===== src/rtl/uart_tx_arbiter_pkg.sv =====
// Shared definitions for the UART transmit arbiter: FSM encoding, client indices, watchdog sizing.
package uart_tx_arbiter_pkg;

  typedef enum logic [1:0] {
    ST_IDLE  = 2'd0,
    ST_START = 2'd1,
    ST_BUSY  = 2'd2,
    ST_DRAIN = 2'd3
  } state_e;

  localparam int CLI_PARSE = 0;
  localparam int CLI_GEN   = 1;
  localparam int CLI_DISP  = 2;
  localparam int CLI_CALC  = 3;

  localparam int TIMEOUT_DEF = 25_000_000;
  localparam int WD_W        = 25;

endpackage


===== src/rtl/uart_tx_arbiter_if.sv =====
// Client/UART side signal bundle of the arbiter; master is the arbiter, slave the clients + UART.
interface uart_tx_arbiter_if #(
  parameter int NREQ = 4,
  parameter int OWNW = 2
);
  logic [NREQ-1:0]   req_pulse;
  logic [NREQ-1:0]   cancel;
  logic [NREQ-1:0]   grant_start;
  logic [NREQ-1:0]   src_tx_start;
  logic [NREQ*8-1:0] src_tx_data;
  logic [NREQ-1:0]   src_done;
  logic [NREQ-1:0]   src_tx_busy;
  logic              tx_start;
  logic [7:0]        tx_data;
  logic              tx_busy;
  logic              active;
  logic [OWNW-1:0]   owner;
  logic [NREQ-1:0]   pending;
  logic              timeout_err;

  modport master (
    input  req_pulse, cancel, src_tx_start, src_tx_data, src_done, tx_busy,
    output grant_start, src_tx_busy, tx_start, tx_data, active, owner, pending, timeout_err
  );

  modport slave (
    output req_pulse, cancel, src_tx_start, src_tx_data, src_done, tx_busy,
    input  grant_start, src_tx_busy, tx_start, tx_data, active, owner, pending, timeout_err
  );
endinterface


===== src/rtl/uart_tx_arbiter_rr_picker.sv =====
// Combinational round-robin pick: first set request bit after last_i, wrapping at NREQ.
module uart_tx_arbiter_rr_picker #(
  parameter int NREQ = 4,
  parameter int OWNW = 2
) (
  input  logic [NREQ-1:0] req_i,
  input  logic [OWNW-1:0] last_i,
  output logic            found_o,
  output logic [OWNW-1:0] idx_o
);

  int cand;

  // Scan farthest candidate first so the nearest one after last_i overwrites it.
  always_comb begin
    found_o = 1'b0;
    idx_o   = '0;
    cand    = 0;
    for (int k = NREQ; k >= 1; k--) begin
      cand = (int'(last_i) + k) % NREQ;
      if (req_i[OWNW'(cand)]) begin
        found_o = 1'b1;
        idx_o   = OWNW'(cand);
      end
    end
  end

endmodule


===== src/rtl/uart_tx_arbiter.sv =====
// Shares one uart_tx among NREQ printer clients: queued one-cycle requests, round-robin grant,
// owner's tx_start/tx_data forwarded until done, cancel or watchdog expiry, then drain the byte in flight.
module uart_tx_arbiter
  import uart_tx_arbiter_pkg::*;
#(
  parameter int NREQ    = 4,
  parameter int TIMEOUT = TIMEOUT_DEF,
  parameter int OWNW    = 2
) (
  input  logic              clk,
  input  logic              rst_n,
  uart_tx_arbiter_if.master bus
);

  localparam logic [WD_W-1:0] WD_LAST = WD_W'(TIMEOUT - 1);

  state_e          state_q, state_d;
  logic [NREQ-1:0] pending_q, pending_d;
  logic [NREQ-1:0] grant_q, grant_d;
  logic [OWNW-1:0] owner_q, owner_d;
  logic [OWNW-1:0] last_owner_q, last_owner_d;
  logic [WD_W-1:0] wdog_q, wdog_d;

  logic            pick_found;
  logic [OWNW-1:0] pick_idx;
  logic            ev_done, ev_cancel, ev_timeout;

  uart_tx_arbiter_rr_picker #(
    .NREQ (NREQ),
    .OWNW (OWNW)
  ) u_picker (
    .req_i   (pending_q),
    .last_i  (last_owner_q),
    .found_o (pick_found),
    .idx_o   (pick_idx)
  );

  assign ev_done    = bus.src_done[owner_q];
  assign ev_cancel  = bus.cancel[owner_q];
  assign ev_timeout = (wdog_q == WD_LAST);

  always_ff @(posedge clk or negedge rst_n) begin
    if (!rst_n) begin
      state_q <= ST_IDLE;
    end else begin
      state_q <= state_d;
    end
  end

  always_comb begin
    state_d = state_q;
    case (state_q)
      ST_IDLE:  if (pick_found) state_d = ST_START;
      ST_START: state_d = ST_BUSY;
      ST_BUSY:  if (ev_done || ev_cancel || ev_timeout) state_d = ST_DRAIN;
      ST_DRAIN: if (!bus.tx_busy) state_d = ST_IDLE;
      default:  state_d = ST_IDLE;
    endcase
  end

  always_comb begin
    bus.tx_start    = 1'b0;
    bus.tx_data     = '0;
    bus.src_tx_busy = '1;
    bus.timeout_err = 1'b0;
    if (state_q == ST_BUSY) begin
      // An abort suppresses the owner's start in the very cycle it is raised.
      bus.tx_start             = bus.src_tx_start[owner_q] & ~ev_cancel;
      bus.tx_data              = bus.src_tx_data[{owner_q, 3'b000} +: 8];
      bus.src_tx_busy[owner_q] = bus.tx_busy;
      bus.timeout_err          = ev_timeout & ~ev_done & ~ev_cancel;
    end
  end

  assign bus.grant_start = grant_q;
  assign bus.active      = (state_q == ST_BUSY) || (state_q == ST_DRAIN);
  assign bus.owner       = owner_q;
  assign bus.pending     = pending_q;

  // Cancel beats a same-cycle request; a request from the current owner re-queues it.
  always_comb begin
    for (int i = 0; i < NREQ; i++) begin
      if (bus.cancel[i]) begin
        pending_d[i] = 1'b0;
      end else if (bus.req_pulse[i]) begin
        pending_d[i] = 1'b1;
      end else if (state_q == ST_START && owner_q == OWNW'(i)) begin
        pending_d[i] = 1'b0;
      end else begin
        pending_d[i] = pending_q[i];
      end
    end
  end

  always_comb begin
    grant_d      = '0;
    owner_d      = owner_q;
    last_owner_d = last_owner_q;
    wdog_d       = wdog_q;
    if (state_q == ST_IDLE && pick_found) begin
      grant_d[pick_idx] = 1'b1;
      owner_d           = pick_idx;
    end
    if (state_q == ST_START) begin
      wdog_d = '0;
    end else if (state_q == ST_BUSY && wdog_q != '1) begin
      wdog_d = wdog_q + 1'b1;
    end
    if (state_q == ST_DRAIN && !bus.tx_busy) begin
      last_owner_d = owner_q;
    end
  end

  always_ff @(posedge clk or negedge rst_n) begin
    if (!rst_n) begin
      pending_q    <= '0;
      grant_q      <= '0;
      owner_q      <= '0;
      last_owner_q <= OWNW'(NREQ - 1);
      wdog_q       <= '0;
    end else begin
      pending_q    <= pending_d;
      grant_q      <= grant_d;
      owner_q      <= owner_d;
      last_owner_q <= last_owner_d;
      wdog_q       <= wdog_d;
    end
  end

endmodule


===== src/flat_wrapper.sv =====
// flat-port wrapper written by rule: the top's interface ports become plain ports
module uart_tx_arbiter_flat import uart_tx_arbiter_pkg::*;
#(
  parameter int NREQ    = 4,
  parameter int TIMEOUT = TIMEOUT_DEF,
  parameter int OWNW    = 2
)
  (clk, rst_n, bus_req_pulse, bus_cancel, bus_src_tx_start, bus_src_tx_data, bus_src_done, bus_tx_busy, bus_grant_start, bus_src_tx_busy, bus_tx_start, bus_tx_data, bus_active, bus_owner, bus_pending, bus_timeout_err);
  uart_tx_arbiter_if #(.NREQ(NREQ), .OWNW(OWNW)) bus_i ();
  input  logic clk;
  input  logic rst_n;
  input wire logic [$bits(bus_i.req_pulse)-1:0] bus_req_pulse;
  input wire logic [$bits(bus_i.cancel)-1:0] bus_cancel;
  input wire logic [$bits(bus_i.src_tx_start)-1:0] bus_src_tx_start;
  input wire logic [$bits(bus_i.src_tx_data)-1:0] bus_src_tx_data;
  input wire logic [$bits(bus_i.src_done)-1:0] bus_src_done;
  input wire logic [$bits(bus_i.tx_busy)-1:0] bus_tx_busy;
  output wire logic [$bits(bus_i.grant_start)-1:0] bus_grant_start;
  output wire logic [$bits(bus_i.src_tx_busy)-1:0] bus_src_tx_busy;
  output wire logic [$bits(bus_i.tx_start)-1:0] bus_tx_start;
  output wire logic [$bits(bus_i.tx_data)-1:0] bus_tx_data;
  output wire logic [$bits(bus_i.active)-1:0] bus_active;
  output wire logic [$bits(bus_i.owner)-1:0] bus_owner;
  output wire logic [$bits(bus_i.pending)-1:0] bus_pending;
  output wire logic [$bits(bus_i.timeout_err)-1:0] bus_timeout_err;
  assign bus_i.req_pulse = bus_req_pulse;
  assign bus_i.cancel = bus_cancel;
  assign bus_i.src_tx_start = bus_src_tx_start;
  assign bus_i.src_tx_data = bus_src_tx_data;
  assign bus_i.src_done = bus_src_done;
  assign bus_i.tx_busy = bus_tx_busy;
  assign bus_grant_start = bus_i.grant_start;
  assign bus_src_tx_busy = bus_i.src_tx_busy;
  assign bus_tx_start = bus_i.tx_start;
  assign bus_tx_data = bus_i.tx_data;
  assign bus_active = bus_i.active;
  assign bus_owner = bus_i.owner;
  assign bus_pending = bus_i.pending;
  assign bus_timeout_err = bus_i.timeout_err;
  uart_tx_arbiter #(.NREQ(NREQ), .TIMEOUT(TIMEOUT), .OWNW(OWNW)) u_core (.clk(clk), .rst_n(rst_n), .bus(bus_i));
endmodule

===== config.mk =====
export PLATFORM = sky130hd
export DESIGN_NAME = uart_tx_arbiter_flat
export DESIGN_NICKNAME = d
export VERILOG_FILES = /design/src/rtl/uart_tx_arbiter_pkg.sv /design/src/rtl/uart_tx_arbiter_if.sv /design/src/rtl/uart_tx_arbiter_rr_picker.sv /design/src/rtl/uart_tx_arbiter.sv /design/src/flat_wrapper.sv
export SDC_FILE = /design/constraint.sdc
export NUM_CORES = 1
export LEC_CHECK = 0
export ABC_CLOCK_PERIOD_IN_PS = 5550
export BUFFER_PORTS_ARGS = -buffer_cell sky130_fd_sc_hd__buf_2
export CAP_MARGIN = 20
export CORE_MARGIN = 1
export CORE_UTILIZATION = 45
export DETAILED_ROUTE_END_ITERATION = 10
export PLACE_DENSITY_LB_ADDON = 0.1
export SLEW_MARGIN = 20
export SYNTH_ARGS = -nofsm -noshare
export SYNTH_HDL_FRONTEND = slang
export SYNTH_SLANG_ARGS = --single-unit

===== constraint.sdc =====
create_clock -name clk -period 5.55 [get_ports clk]
set_input_delay 0.2775 -clock clk [delete_from_list [all_inputs] [get_ports clk]]
set_output_delay 0.2775 -clock clk [all_outputs]
set_load 0.01 [all_outputs]

==> results of run 1 <==
final timing paths:
path,to,cells after the start,from
setup / recovery,u_core.wdog_q[21],6,u_core.state_q[0]
hold / removal,u_core.wdog_q[20],1,rst_n
setup reg to reg,u_core.wdog_q[21],6,u_core.state_q[0]
hold reg to reg,u_core.last_owner_q[0],2,u_core.last_owner_q[0]
max in group asynchronous,u_core.wdog_q[15],1,rst_n
min in group clk,u_core.bus.pending[3],2,bus_cancel[3]
cells by family (layout without fill, tap and decap cells):
| kind of cell | after synthesis | in the layout | share of synthesized area |
|---|---|---|---|
| buffers and inverters | 18 | 90 | 0.0305 |
| multiplexers | 17 | 17 | 0.125 |
| XOR/XNOR | 8 | 8 | 0.0280 |
| flip-flops | 39 | 39 | 0.390 |
| adder cells (fa/ha/maj) | 5 | 5 | 0.0250 |
| AO/OA/AOI/OAI | 50 | 50 | 0.134 |
| AND/OR/NAND/NOR | 123 | 123 | 0.267 |
cells in the final DEF (no fill, tap or decap), types with 3 or more instances in the layout:
| cell | count |
|---|---|
| or3_1 | 5 |
| o31ai_1 | 5 |
| a311oi_1 | 5 |
| nor2b_1 | 8 |
| mux2_2 | 4 |
| and3_1 | 4 |
| nand2_1 | 25 |
| nand4_1 | 4 |
| nor4_1 | 3 |
| nand3_1 | 14 |
| dfrtp_1 | 37 |
| inv_1 | 6 |
| and2_1 | 9 |
| clkbuf_8 | 5 |
| or4_1 | 8 |
| ha_1 | 5 |
| o21ai_1 | 3 |
| nor2_1 | 22 |
| nor3_1 | 5 |
| mux4_2 | 11 |
| xnor2_1 | 6 |
| a21oi_1 | 16 |
| buf_2 | 75 |
| o21ai_0 | 8 |
sequential cells by signal, summed over array words and instances, names as in the netlist:
signal / count
u_core.state_q: 2
u_core.bus.grant_start: 4
u_core.wdog_q: 25
u_core.last_owner_q: 2
u_core.bus.pending: 4
u_core.bus.owner: 2
final cells by class:
class	instances	share of cell area
sequential	39	0.321
tap	70	0.0288
multi-input combinational	203	0.479
clock buffer	5	0.0226
clock inverter	3	0.0152
inverter	6	0.00740
timing repair buffer	76	0.126
per-layer routing:
metal,GRT usage,vias to the layer above,wire length (um)
met3,0.0455,4,362
met1,0.261,1130,2660
li1,-,1119,-
met4,0.0673,0,57
met2,0.401,78,3110
met5,0,-,0
power groups by stage:
stage / sequential [mW] / clock (mW) / combinational (mW)
global route: 0.421 / 0.258 / 0.482
global placement: 0.413 / 0 / 0.437
finish: 0.408 / 0.242 / 0.439
CTS: 0.409 / 0.245 / 0.444
floorplan: 0.365 / 0 / 0.352
detailed placement: 0.414 / 0 / 0.441
worst register-to-register path, delay by kind of cell, from the launching register on:
kind / cells / cell delay [ns]
and+or+nand+nor: 2 / 0.87
DFF: 1 / 0.41
AOI/OAI and AO/OA: 2 / 0.70
buffers and inverters: 1 / 0.11
adders and majority gates: 1 / 0.59
==> summary.md, run 1 <==
| Metric | Value |
|---|---|
| Status | `finished clean` |
| Via density | `5.80` |
| Slew HR | `0.427` |
| Clock power frac | `0.222` |
| Multi-input logic area | `1460 sq um` |
| Place WS | `2.84 ns` |
| Layout Skew | `0.0148 ns` |
| Setup TNS | `0 ns` |
| WP data required | `5.76 ns` |
| Chip Height | `76.6 um` |
| Setup crit end kind | `flip-flop` |
| Share of the yosys chip area belonging to registers | `0.390` |
| ANT cells | `0` |
| Seq pwr share | `0.375` |
| Switching pwr | `0.408 mW` |
| Comb power frac | `0.403` |
| Vias | `2331` |
| Most used standard cell by instance count after synthesis | `dfrtp_1` |
| Nets | `387` |
| Maxcap violations | `0` |
| Synth cell count leaders | `dfrtp_1, nand2_1, nor2_1` |
| Port Buffers | `75` |
| Full die area | `5870 sq um` |
| Core Util, Final | `0.581` |
| Wire length of the first global-routing pass | `10.2 mm` |
| # rows | `26` |
| CP Class | `flip-flop to flip-flop` |
| Clock latency at the later pin of the worst-skew pair | `0.30 ns` |
| Post-DP HPWL | `4.73 mm` |
| Reg2reg setup slack | `2.81 ns` |
| Top-area cell type share of the netlist area | `0.369` |
| Detailed Route WL | `6.19 mm` |
| Post-DP Area | `2920 sq um` |
| Cell Int Power | `0.680 mW` |
| Crit path time final | `2.74 ns` |
| Setup Buffers After CTS | `0` |
| Final worst setup slack | `2.81 ns` |
| Register area | `978 sq um` |
| Top cells by area, synth | `dfrtp_1, mux4_2, nand2_1` |
| Filler Cell Count | `471` |
| Cell variety after synth | `50` |
| Routed len/inst | `15.4 um` |
| Drt first pass iters | `4` |
| Vias in the first global route | `2222` |
| Final Hold Slack | `0.0841 ns` |
| PD cells | `357 nW/um^2` |
| Critical path launch point type | `flip-flop` |
| Total GRT Usage | `0.221` |
| Antenna violations before repair | `0` |
| Placed insts | `394` |
| Slowest cell on crit path | `ha_1` |
| Layout Cells excl Fill | `402` |
| Root buffer cell | `clkbuf_8` |
| Core area | `5240 sq um` |
| Final setup violation count | `0` |
| Max incr delay on CP | `0.59 ns` |
| Ys Warns | `0` |
| CTS resizes | `0` |
| Area grow syn2layout | `21.5%` |
| Final instance area | `3040 sq um` |
| Largest net degree at the start of global routing | `40` |
| First-iteration detailed-routing DRC count | `174` |
| Total power draw | `1.09 mW` |
| Slew Viols, Final | `0` |
| Leak pwr | `1.33 nW` |
| GP Congestion | `0.790` |
| RSZ-0062 raised after global routing | `no` |
| Post-synthesis cell area | `2510 sq um` |
| CP Max Fanout | `20` |
| Top-Level Pins | `76` |
| Part of the cycle the worst path needs | `0.494` |
| Syn avg cell area | `9.64 sq um` |
| Post-synth EDFFs | `0` |
| Syn nets | `316` |
| Crit path cell chain | `inv_1 -> ha_1 -> nand4_1 -> a311o_1 -> or4_1 -> a21oi_1` |
| Worst VDD drop | `0.191 mV` |
| CTS clk-pin slew, worst paths | `0.09 ns` |
| Fmax | `0.364 GHz` |
| Number of remaining DRC errors | `0` |
| H-Tree Depth | `2` |
| Arrival time of the worst setup path | `2.96 ns` |
| Final hold vios | `0` |
| CTS tree | `built` |
| Min-Delay Path Class | `input pin to async pin` |
| CTS Sinks | `39` |
| Share of layout cells above drive strength 1 | `0.337` |
| Overflow after GRT | `0` |
| Syn Inst Count | `260` |
| Post-route ant nets | `0` |
| Clock buffer count from CTS | `5` |
| #FFs+latches synth | `39` |
| Initial Util | `0.478` |
| CP Buf/Inv Count | `1` |
| Worst-margin pin slew | `0.860 ns` |
| Yosys top cell by area | `dfrtp_1` |
| Post-CTS Hold Buffers | `0` |
| Die width | `76.6 um` |
| Main synth FF type | `dfrtp_1` |
| Clock tree buffer depth | `2` |
| Post-synth ARST share | `1.00` |
| Sw frac | `0.375` |
| Top delay family on crit path | `simple AND/OR/NAND/NOR gates` |
Power figures use the tool's default switching activity.
==> inputs of run 2 (changes only) <==
--- a/config.mk
+++ b/config.mk
@@ -5,7 +5,8 @@
 export SDC_FILE = /design/constraint.sdc
 export NUM_CORES = 1
 export LEC_CHECK = 0
-export ABC_CLOCK_PERIOD_IN_PS = 5550
+export ABC_AREA = 1
+export ABC_CLOCK_PERIOD_IN_PS = 2650
 export BUFFER_PORTS_ARGS = -buffer_cell sky130_fd_sc_hd__buf_2
 export CAP_MARGIN = 20
 export CORE_MARGIN = 1
==> constraint.sdc (replaced) <==
create_clock -name clk -period 2.65 [get_ports clk]
set_input_delay 0.1325 -clock clk [delete_from_list [all_inputs] [get_ports clk]]
set_output_delay 0.1325 -clock clk [all_outputs]
set_load 0.01 [all_outputs]
==> summary.md, run 2 <==
| Metric | Value |
|---|---|
| Syn Inst Count | `440 (was 260)` |
| Area grow syn2layout | `18.7% (was 21.5%)` |
| Leak pwr | `1.70 nW (was 1.33 nW)` |
| Post-Synth XOR/XNOR Area | `0.0371 (was 0.0280)` |
| Post-DP Area | `3260 sq um (was 2920 sq um)` |
| Setup Buffers After CTS | `0 (unchanged)` |
| Chip Height | `81.4 um (was 76.6 um)` |
| Post-synth EDFFs | `0 (unchanged)` |
| Post-synthesis cell area | `2840 sq um (was 2510 sq um)` |
| Core Util, Final | `0.562 (was 0.581)` |
| Total power draw | `2.61 mW (was 1.09 mW)` |
| CTS clk-pin slew, worst paths | `0.08 ns (was 0.09 ns)` |
| CP Class | `flip-flop to output port (was flip-flop to flip-flop)` |
| Setup crit end kind | `output port (was flip-flop)` |
| CTS resizes | `0 (unchanged)` |
| Post-route ant nets | `0 (unchanged)` |
| Fmax | `0.483 GHz` |
| Share of layout cells above drive strength 1 | `0.194 (was 0.337)` |
| Max FFs per register | `25 (unchanged)` |
| ANT cells | `0 (unchanged)` |
| Detailed Route WL | `7.91 mm (was 6.19 mm)` |
| Top-Level Pins | `76 (unchanged)` |
| Top cells by area, synth | `dfrtp_1, nand2_1, nor2_1 (was dfrtp_1, mux4_2, nand2_1)` |
| Core area | `5990 sq um (was 5240 sq um)` |
| Commonest non-fill, non-tap cell in the layout | `nand2_1 (was buf_2)` |
| Final setup violation count | `0 (unchanged)` |
| WP data required | `2.52 ns (was 5.76 ns)` |
| Ys Warns | `0 (unchanged)` |
| Synth cell count leaders | `nand2_1, nor2_1, inv_1 (was dfrtp_1, nand2_1, nor2_1)` |
| Arrival time of the worst setup path | `1.94 ns (was 2.96 ns)` |
| Yosys top cell by area | `dfrtp_1 (unchanged)` |
| Synth Area in Adders | `0.0221 (was 0.0250)` |
| # rows | `28 (was 26)` |
| Post-synth ARST share | `1.00 (unchanged)` |
| Critical path launch point type | `flip-flop (unchanged)` |
| Post-CTS Hold Buffers | `2 (was 0)` |
| Overflow after GRT | `0 (unchanged)` |
| Via density | `5.21 (was 5.80)` |
| Part of the cycle the worst path needs | `0.781` |
| Most used standard cell by instance count after synthesis | `nand2_1 (was dfrtp_1)` |
| Die width | `81.4 um (was 76.6 um)` |
| First-iteration detailed-routing DRC count | `188 (was 174)` |
| Compound-gate portion of the synthesized area | `0.0927 (was 0.134)` |
| GP Congestion | `0.911 (was 0.790)` |
| Antenna violations before repair | `0 (unchanged)` |
| Clock buffer count from CTS | `5 (unchanged)` |
| Fraction of synthesized area in multiplexers | `0 (was 0.125)` |
| Share of the yosys chip area belonging to registers | `0.345 (was 0.390)` |
| Vias | `3079 (was 2331)` |
| #FFs+latches synth | `39 (unchanged)` |
| Final instance area | `3360 sq um (was 3040 sq um)` |
| Synth Area in Simple Gates | `0.422 (was 0.267)` |
| CP Max Fanout | `7 (was 20)` |
| Reg with most FFs | `u_core.wdog_q (unchanged)` |
| Final hold vios | `0 (unchanged)` |
| Wire length of the first global-routing pass | `13.3 mm (was 10.2 mm)` |
| CTS tree | `built (unchanged)` |
| Routed len/inst | `13.4 um (was 15.4 um)` |
| Clock latency at the later pin of the worst-skew pair | `0.29 ns (was 0.30 ns)` |
| Post-DP HPWL | `6.04 mm (was 4.73 mm)` |
| Slew HR | `0.408 (was 0.427)` |
| Filler Cell Count | `624 (was 471)` |
| Syn avg cell area | `6.44 sq um (was 9.64 sq um)` |
| Worst-margin pin slew | `0.888 ns (was 0.860 ns)` |
| Nets | `571 (was 387)` |
| Largest net degree at the start of global routing | `40 (unchanged)` |
| Slew Viols, Final | `0 (unchanged)` |
| Total GRT Usage | `0.261 (was 0.221)` |
| Drt first pass iters | `4 (unchanged)` |
| Worst VDD drop | `0.582 mV (was 0.191 mV)` |
| H-Tree Depth | `2 (unchanged)` |
| Top-area cell type share of the netlist area | `0.327 (was 0.369)` |
| Root buffer cell | `clkbuf_8 (unchanged)` |
| Main combinational cell family by area after synthesis | `simple AND/OR/NAND/NOR gates (unchanged)` |
| CTS Sinks | `39 (unchanged)` |
| Port Buffers | `75 (unchanged)` |
| Initial Util | `0.473 (was 0.478)` |
| Crit path time final | `2.07 ns` |
| Vias in the first global route | `2875 (was 2222)` |
| Main synth FF type | `dfrtp_1 (unchanged)` |
| Maxcap violations | `0 (unchanged)` |
| Setup TNS | `0 ns (unchanged)` |
| Final Hold Slack | `0.00393 ns (was 0.0841 ns)` |
| Clock tree buffer depth | `2 (unchanged)` |
| Syn nets | `496 (was 316)` |
| Full die area | `6620 sq um (was 5870 sq um)` |
| Layout Skew | `0.00487 ns (was 0.0148 ns)` |
| Status | `finished clean (unchanged)` |
| Commonest cells after routing, fill and taps aside | `nand2_1, buf_2, nor2_1 (was buf_2, dfrtp_1, nand2_1)` |
| Number of remaining DRC errors | `0 (unchanged)` |
| Cell variety after synth | `32 (was 50)` |
| Min-Delay Path Class | `input pin to flip-flop (was input pin to async pin)` |
| RSZ-0062 raised after global routing | `no (unchanged)` |
| PD cells | `774 nW/um^2 (was 357 nW/um^2)` |
==> run 2: cell types whose count changed after synthesis, sizes merged, moves of 9 or more <==
| cell | before | now |
|---|---|---|
| and2 | 9 | 0 |
| inv | 6 | 40 |
| mux4 | 11 | 0 |
| nand2 | 25 | 175 |
| nand3 | 14 | 36 |
| nor2 | 22 | 56 |
| or4 | 9 | 0 |
==> run 2: cell families (layout without fill, tap and decap cells) <==
| family | after synthesis | count (layout) |
|---|---|---|
| and+or+nand+nor | 285 | 285 |
| buffers and inverters | 54 | 130 |
| AOI/OAI and AO/OA | 45 | 45 |
| DFF | 39 | 39 |
| xor gates and xnor gates | 12 | 12 |
| adders and majority gates | 5 | 5 |
==> run 2: layout make-up <==
cell class,count,area (sq um),area share
flip-flops and latches,39,978,0.291
clock buffers,7,76.3,0.0227
clock inverters,1,5.00,0.00149
well taps,75,93.8,0.0279
multi-input cells,347,1630,0.485
inverters,42,163,0.0483
repair buffers,80,418,0.124
==> run 2: worst max-delay path: stages (launching register included) <==
cell and delay (ns):
dfrtp_1 0.48, inv_1 0.16, nor2_1 0.38, buf_4 0.23, a221oi_1 0.09, nor3_1 0.15
buf_2 0.16
==> run 2: worst paths after layout <==
path,cells after the start,start,endpoint,slack (ns)
min in group asynchronous,2,rst_n,u_core.wdog_q[10],0.50
max,6,u_core.bus.owner[1],bus_tx_start,0.58
min,2,bus_cancel[1],u_core.bus.pending[1],0.004
max reg2reg,6,u_core.state_q[0],u_core.wdog_q[8],0.63
max in group asynchronous,2,rst_n,u_core.bus.owner[0],1.60
min reg2reg,2,u_core.wdog_q[23],u_core.wdog_q[23],0.53
==> run 2: stage by stage <==
stage                     instances  worst slack (ns)
final                           591             0.580
after global placement          581             0.414
after CTS                       591             0.258
after detailed placement        581             0.291
after global routing            591             0.392
after floorplan                 440             0.977
==> run 2: metal layers <==
metal	wire, um	global-route usage	vias up
met5	0	0	-
met4	97	0.0536	0
met3	371	0.0404	11
met2	3820	0.456	89
met1	3620	0.339	1420
li1	-	-	1559
==> run 2: power breakdown <==
group          switching (mW)  leakage (nW)  internal (mW)
Clock                   0.210        0.0422          0.185
Combinational           0.944          1.13          0.453
Sequential              0.114         0.522          0.699
==> inputs of run 3 (changes only) <==
--- a/config.mk
+++ b/config.mk
@@ -6,7 +6,7 @@
 export NUM_CORES = 1
 export LEC_CHECK = 0
 export ABC_AREA = 1
-export ABC_CLOCK_PERIOD_IN_PS = 2650
+export ABC_CLOCK_PERIOD_IN_PS = 1950
 export BUFFER_PORTS_ARGS = -buffer_cell sky130_fd_sc_hd__buf_2
 export CAP_MARGIN = 20
 export CORE_MARGIN = 1
==> constraint.sdc (replaced) <==
create_clock -name clk -period 1.95 [get_ports clk]
set_input_delay 0.0975 -clock clk [delete_from_list [all_inputs] [get_ports clk]]
set_output_delay 0.0975 -clock clk [all_outputs]
set_load 0.01 [all_outputs]
==> summary.md, run 3 (synthesis gave the netlist of run 2 again) <==
| Metric | Value |
|---|---|
| Worst-margin pin slew | `0.399 ns (was 0.888 ns)` |
| Share of layout cells above drive strength 1 | `0.222 (was 0.194)` |
| Fmax | `0.552 GHz` |
| Root buffer cell | `clkbuf_8 (unchanged)` |
| Total GRT Usage | `0.271 (was 0.261)` |
| Final setup violation count | `0 (unchanged)` |
| Hold path startpoint | `bus_req_pulse[2] (was bus_cancel[1])` |
| First-iteration detailed-routing DRC count | `231 (was 188)` |
| Seq pwr share | `0.296 (was 0.312)` |
| Comb power frac | `0.558 (was 0.536)` |
| Arrival time of the worst setup path | `1.72 ns (was 1.94 ns)` |
| Min-Delay Path Class | `input pin to flip-flop (unchanged)` |
| Slew HR | `0.734 (was 0.408)` |
| Cell Int Power | `1.93 mW (was 1.34 mW)` |
| Die width | `81.4 um (unchanged)` |
| CP Max Fanout | `8 (was 7)` |
| Antenna violations before repair | `0 (unchanged)` |
| Drt first pass iters | `4 (unchanged)` |
| Max FFs per register | `25 (unchanged)` |
| Largest net degree at the start of global routing | `18 (was 40)` |
| Slew Viols, Final | `0 (unchanged)` |
| Port Buffers | `75 (unchanged)` |
| Setup crit end kind | `output port (unchanged)` |
| Switching pwr | `1.77 mW (was 1.27 mW)` |
| CTS tree | `built (unchanged)` |
| Crit path time final | `1.81 ns` |
| Final hold vios | `0 (unchanged)` |
| Routed len/inst | `13.5 um (was 13.4 um)` |
| H-Tree Depth | `2 (unchanged)` |
| Max incr delay on CP | `0.46 ns (was 0.48 ns)` |
| CP Class | `flip-flop to output port (unchanged)` |
| Critical path launch point type | `flip-flop (unchanged)` |
| Detailed Route WL | `8.20 mm (was 7.91 mm)` |
| Part of the cycle the worst path needs | `0.930` |
| Full die area | `6620 sq um (unchanged)` |
| Commonest non-fill, non-tap cell in the layout | `nand2_1 (unchanged)` |
| Layout Skew | `0.00717 ns (was 0.00487 ns)` |
| Reg2reg start | `u_core.wdog_q[1] (was u_core.state_q[0])` |
| Vias | `3138 (was 3079)` |
| Number of remaining DRC errors | `0 (unchanged)` |
| Slowest cell on crit path | `dfrtp_1 (unchanged)` |
| Reg with most FFs | `u_core.wdog_q (unchanged)` |
| Core area | `5990 sq um (unchanged)` |
| Overflow after GRT | `0 (unchanged)` |
| Status | `finished clean (unchanged)` |
| Clock buffer count from CTS | `5 (unchanged)` |
| Nets | `587 (was 571)` |
| Clock tree buffer depth | `2 (unchanged)` |
| WP data required | `1.85 ns (was 2.52 ns)` |
| Post-route ant nets | `0 (unchanged)` |
| Leak pwr | `1.78 nW (was 1.70 nW)` |
| Core Util, Final | `0.587 (was 0.562)` |
| Wire length of the first global-routing pass | `13.7 mm (was 13.3 mm)` |
| Clock power frac | `0.146 (was 0.151)` |
| Chip Height | `81.4 um (unchanged)` |
| GP Congestion | `0.917 (was 0.911)` |
| Worst VDD drop | `0.736 mV (was 0.582 mV)` |
| Top-Level Pins | `76 (unchanged)` |
| Initial Util | `0.473 (unchanged)` |
| Maxcap violations | `0 (unchanged)` |
| CTS clk-pin slew, worst paths | `0.08 ns (about the same)` |
| ANT cells | `0 (unchanged)` |
| Commonest cells after routing, fill and taps aside | `nand2_1, buf_2, nor2_1 (unchanged)` |
| Crit path cell chain | `inv_1 -> nand2_1 -> clkinvlp_4 -> buf_12 -> a22oi_1 -> a31oi_1 -> buf_2 (was inv_1 -> nor2_1 -> buf_4 -> a221oi_1 -> nor3_1 -> buf_2)` |
| Post-DP HPWL | `6.31 mm (was 6.04 mm)` |
| CTS Sinks | `39 (unchanged)` |
| Clock latency at the later pin of the worst-skew pair | `0.30 ns (was 0.29 ns)` |
| Sw frac | `0.478 (was 0.487)` |
| Critical path origin | `u_core.bus.owner[1] (unchanged)` |
| Final Hold Slack | `0.0177 ns (was 0.00393 ns)` |
| Via density | `5.17 (was 5.21)` |
| PD cells | `1050 nW/um^2 (was 774 nW/um^2)` |
| Vias in the first global route | `2995 (was 2875)` |
| # rows | `28 (unchanged)` |
| Area grow syn2layout | `24.0% (was 18.7%)` |
[run 3: changes by cell type in the layout (fill, tap and decap cells not counted), sizes merged]
cell         before  now
buf              78   91
dlygate4sd3       2    5
clkbuf            7    5
clkinv            3    4
clkinvlp          0    1
[run 3: power by group through the flow]
| stage | combinational [mW] | sequential [mW] | clock, mW |
|---|---|---|---|
| after floorplan | 1.41 | 1.08 | 0 |
| after global placement | 1.97 | 1.10 | 0 |
| after detailed placement | 1.99 | 1.10 | 0 |
| after CTS | 2.00 | 1.09 | 0.554 |
| after global routing | 2.33 | 1.11 | 0.593 |
| final | 2.06 | 1.09 | 0.540 |
[run 3: stage by stage]
step / TNS [ns] / power [mW] / worst slack [ns] / std cells / area, sq um
floorplan: 0 / 2.49 / 0.277 / 440 / 2840
global placement: 0 / 3.07 / 0.266 / 593 / 3350
detailed placement: 0 / 3.09 / 0.219 / 593 / 3350
CTS: 0 / 3.64 / 0.0417 / 606 / 3480
global route: -0.00983 / 4.03 / -0.00441 / 607 / 3510
finish: 0 / 3.69 / 0.137 / 607 / 3510
[run 3: area by class of cell]
class	count	area (sq um)
fillers	615	2480
inverters	42	166
clock inverters	3	15.0
repair buffers	96	558
well taps	75	93.8
multi-input cells	347	1630
flip-flops and latches	39	980
clock buffers	5	68.8
[run 3: path summary, 6_finish.rpt]
path	end	slack, ns	depth (start not counted)
setup / recovery	bus_tx_data[3]	0.14	7
hold / removal	u_core.bus.pending[2]	0.02	3
setup reg to reg	u_core.wdog_q[17]	0.21	10
hold reg to reg	u_core.wdog_q[23]	0.52	2
max in group asynchronous	u_core.bus.owner[0]	1.16	3
min in group asynchronous	u_core.wdog_q[18]	0.26	2
[run 3: routing by layer]
| metal | share of wire | track usage | wire [um] |
|---|---|---|---|
| met5 | 0 | 0 | 0 |
| met4 | 0.011 | 0.0750 | 94 |
| met3 | 0.043 | 0.0404 | 354 |
| met2 | 0.50 | 0.475 | 4090 |
| met1 | 0.45 | 0.342 | 3660 |
[run 3: critical path: cells and delay by family, from the launching register on]
family | cells | cell delay, ns
AOI/OAI and AO/OA | 2 | 0.22
buffers and inverters | 4 | 0.58
DFF | 1 | 0.46
and+or+nand+nor | 1 | 0.14
[run 3: repair_timing]
item                       4_1_cts  5_1_grt
hold endpoints to repair        17        0
gates resized for setup          0        4
hold buffers                     5        0
setup endpoints to repair        0       15
setup buffers                    0        1
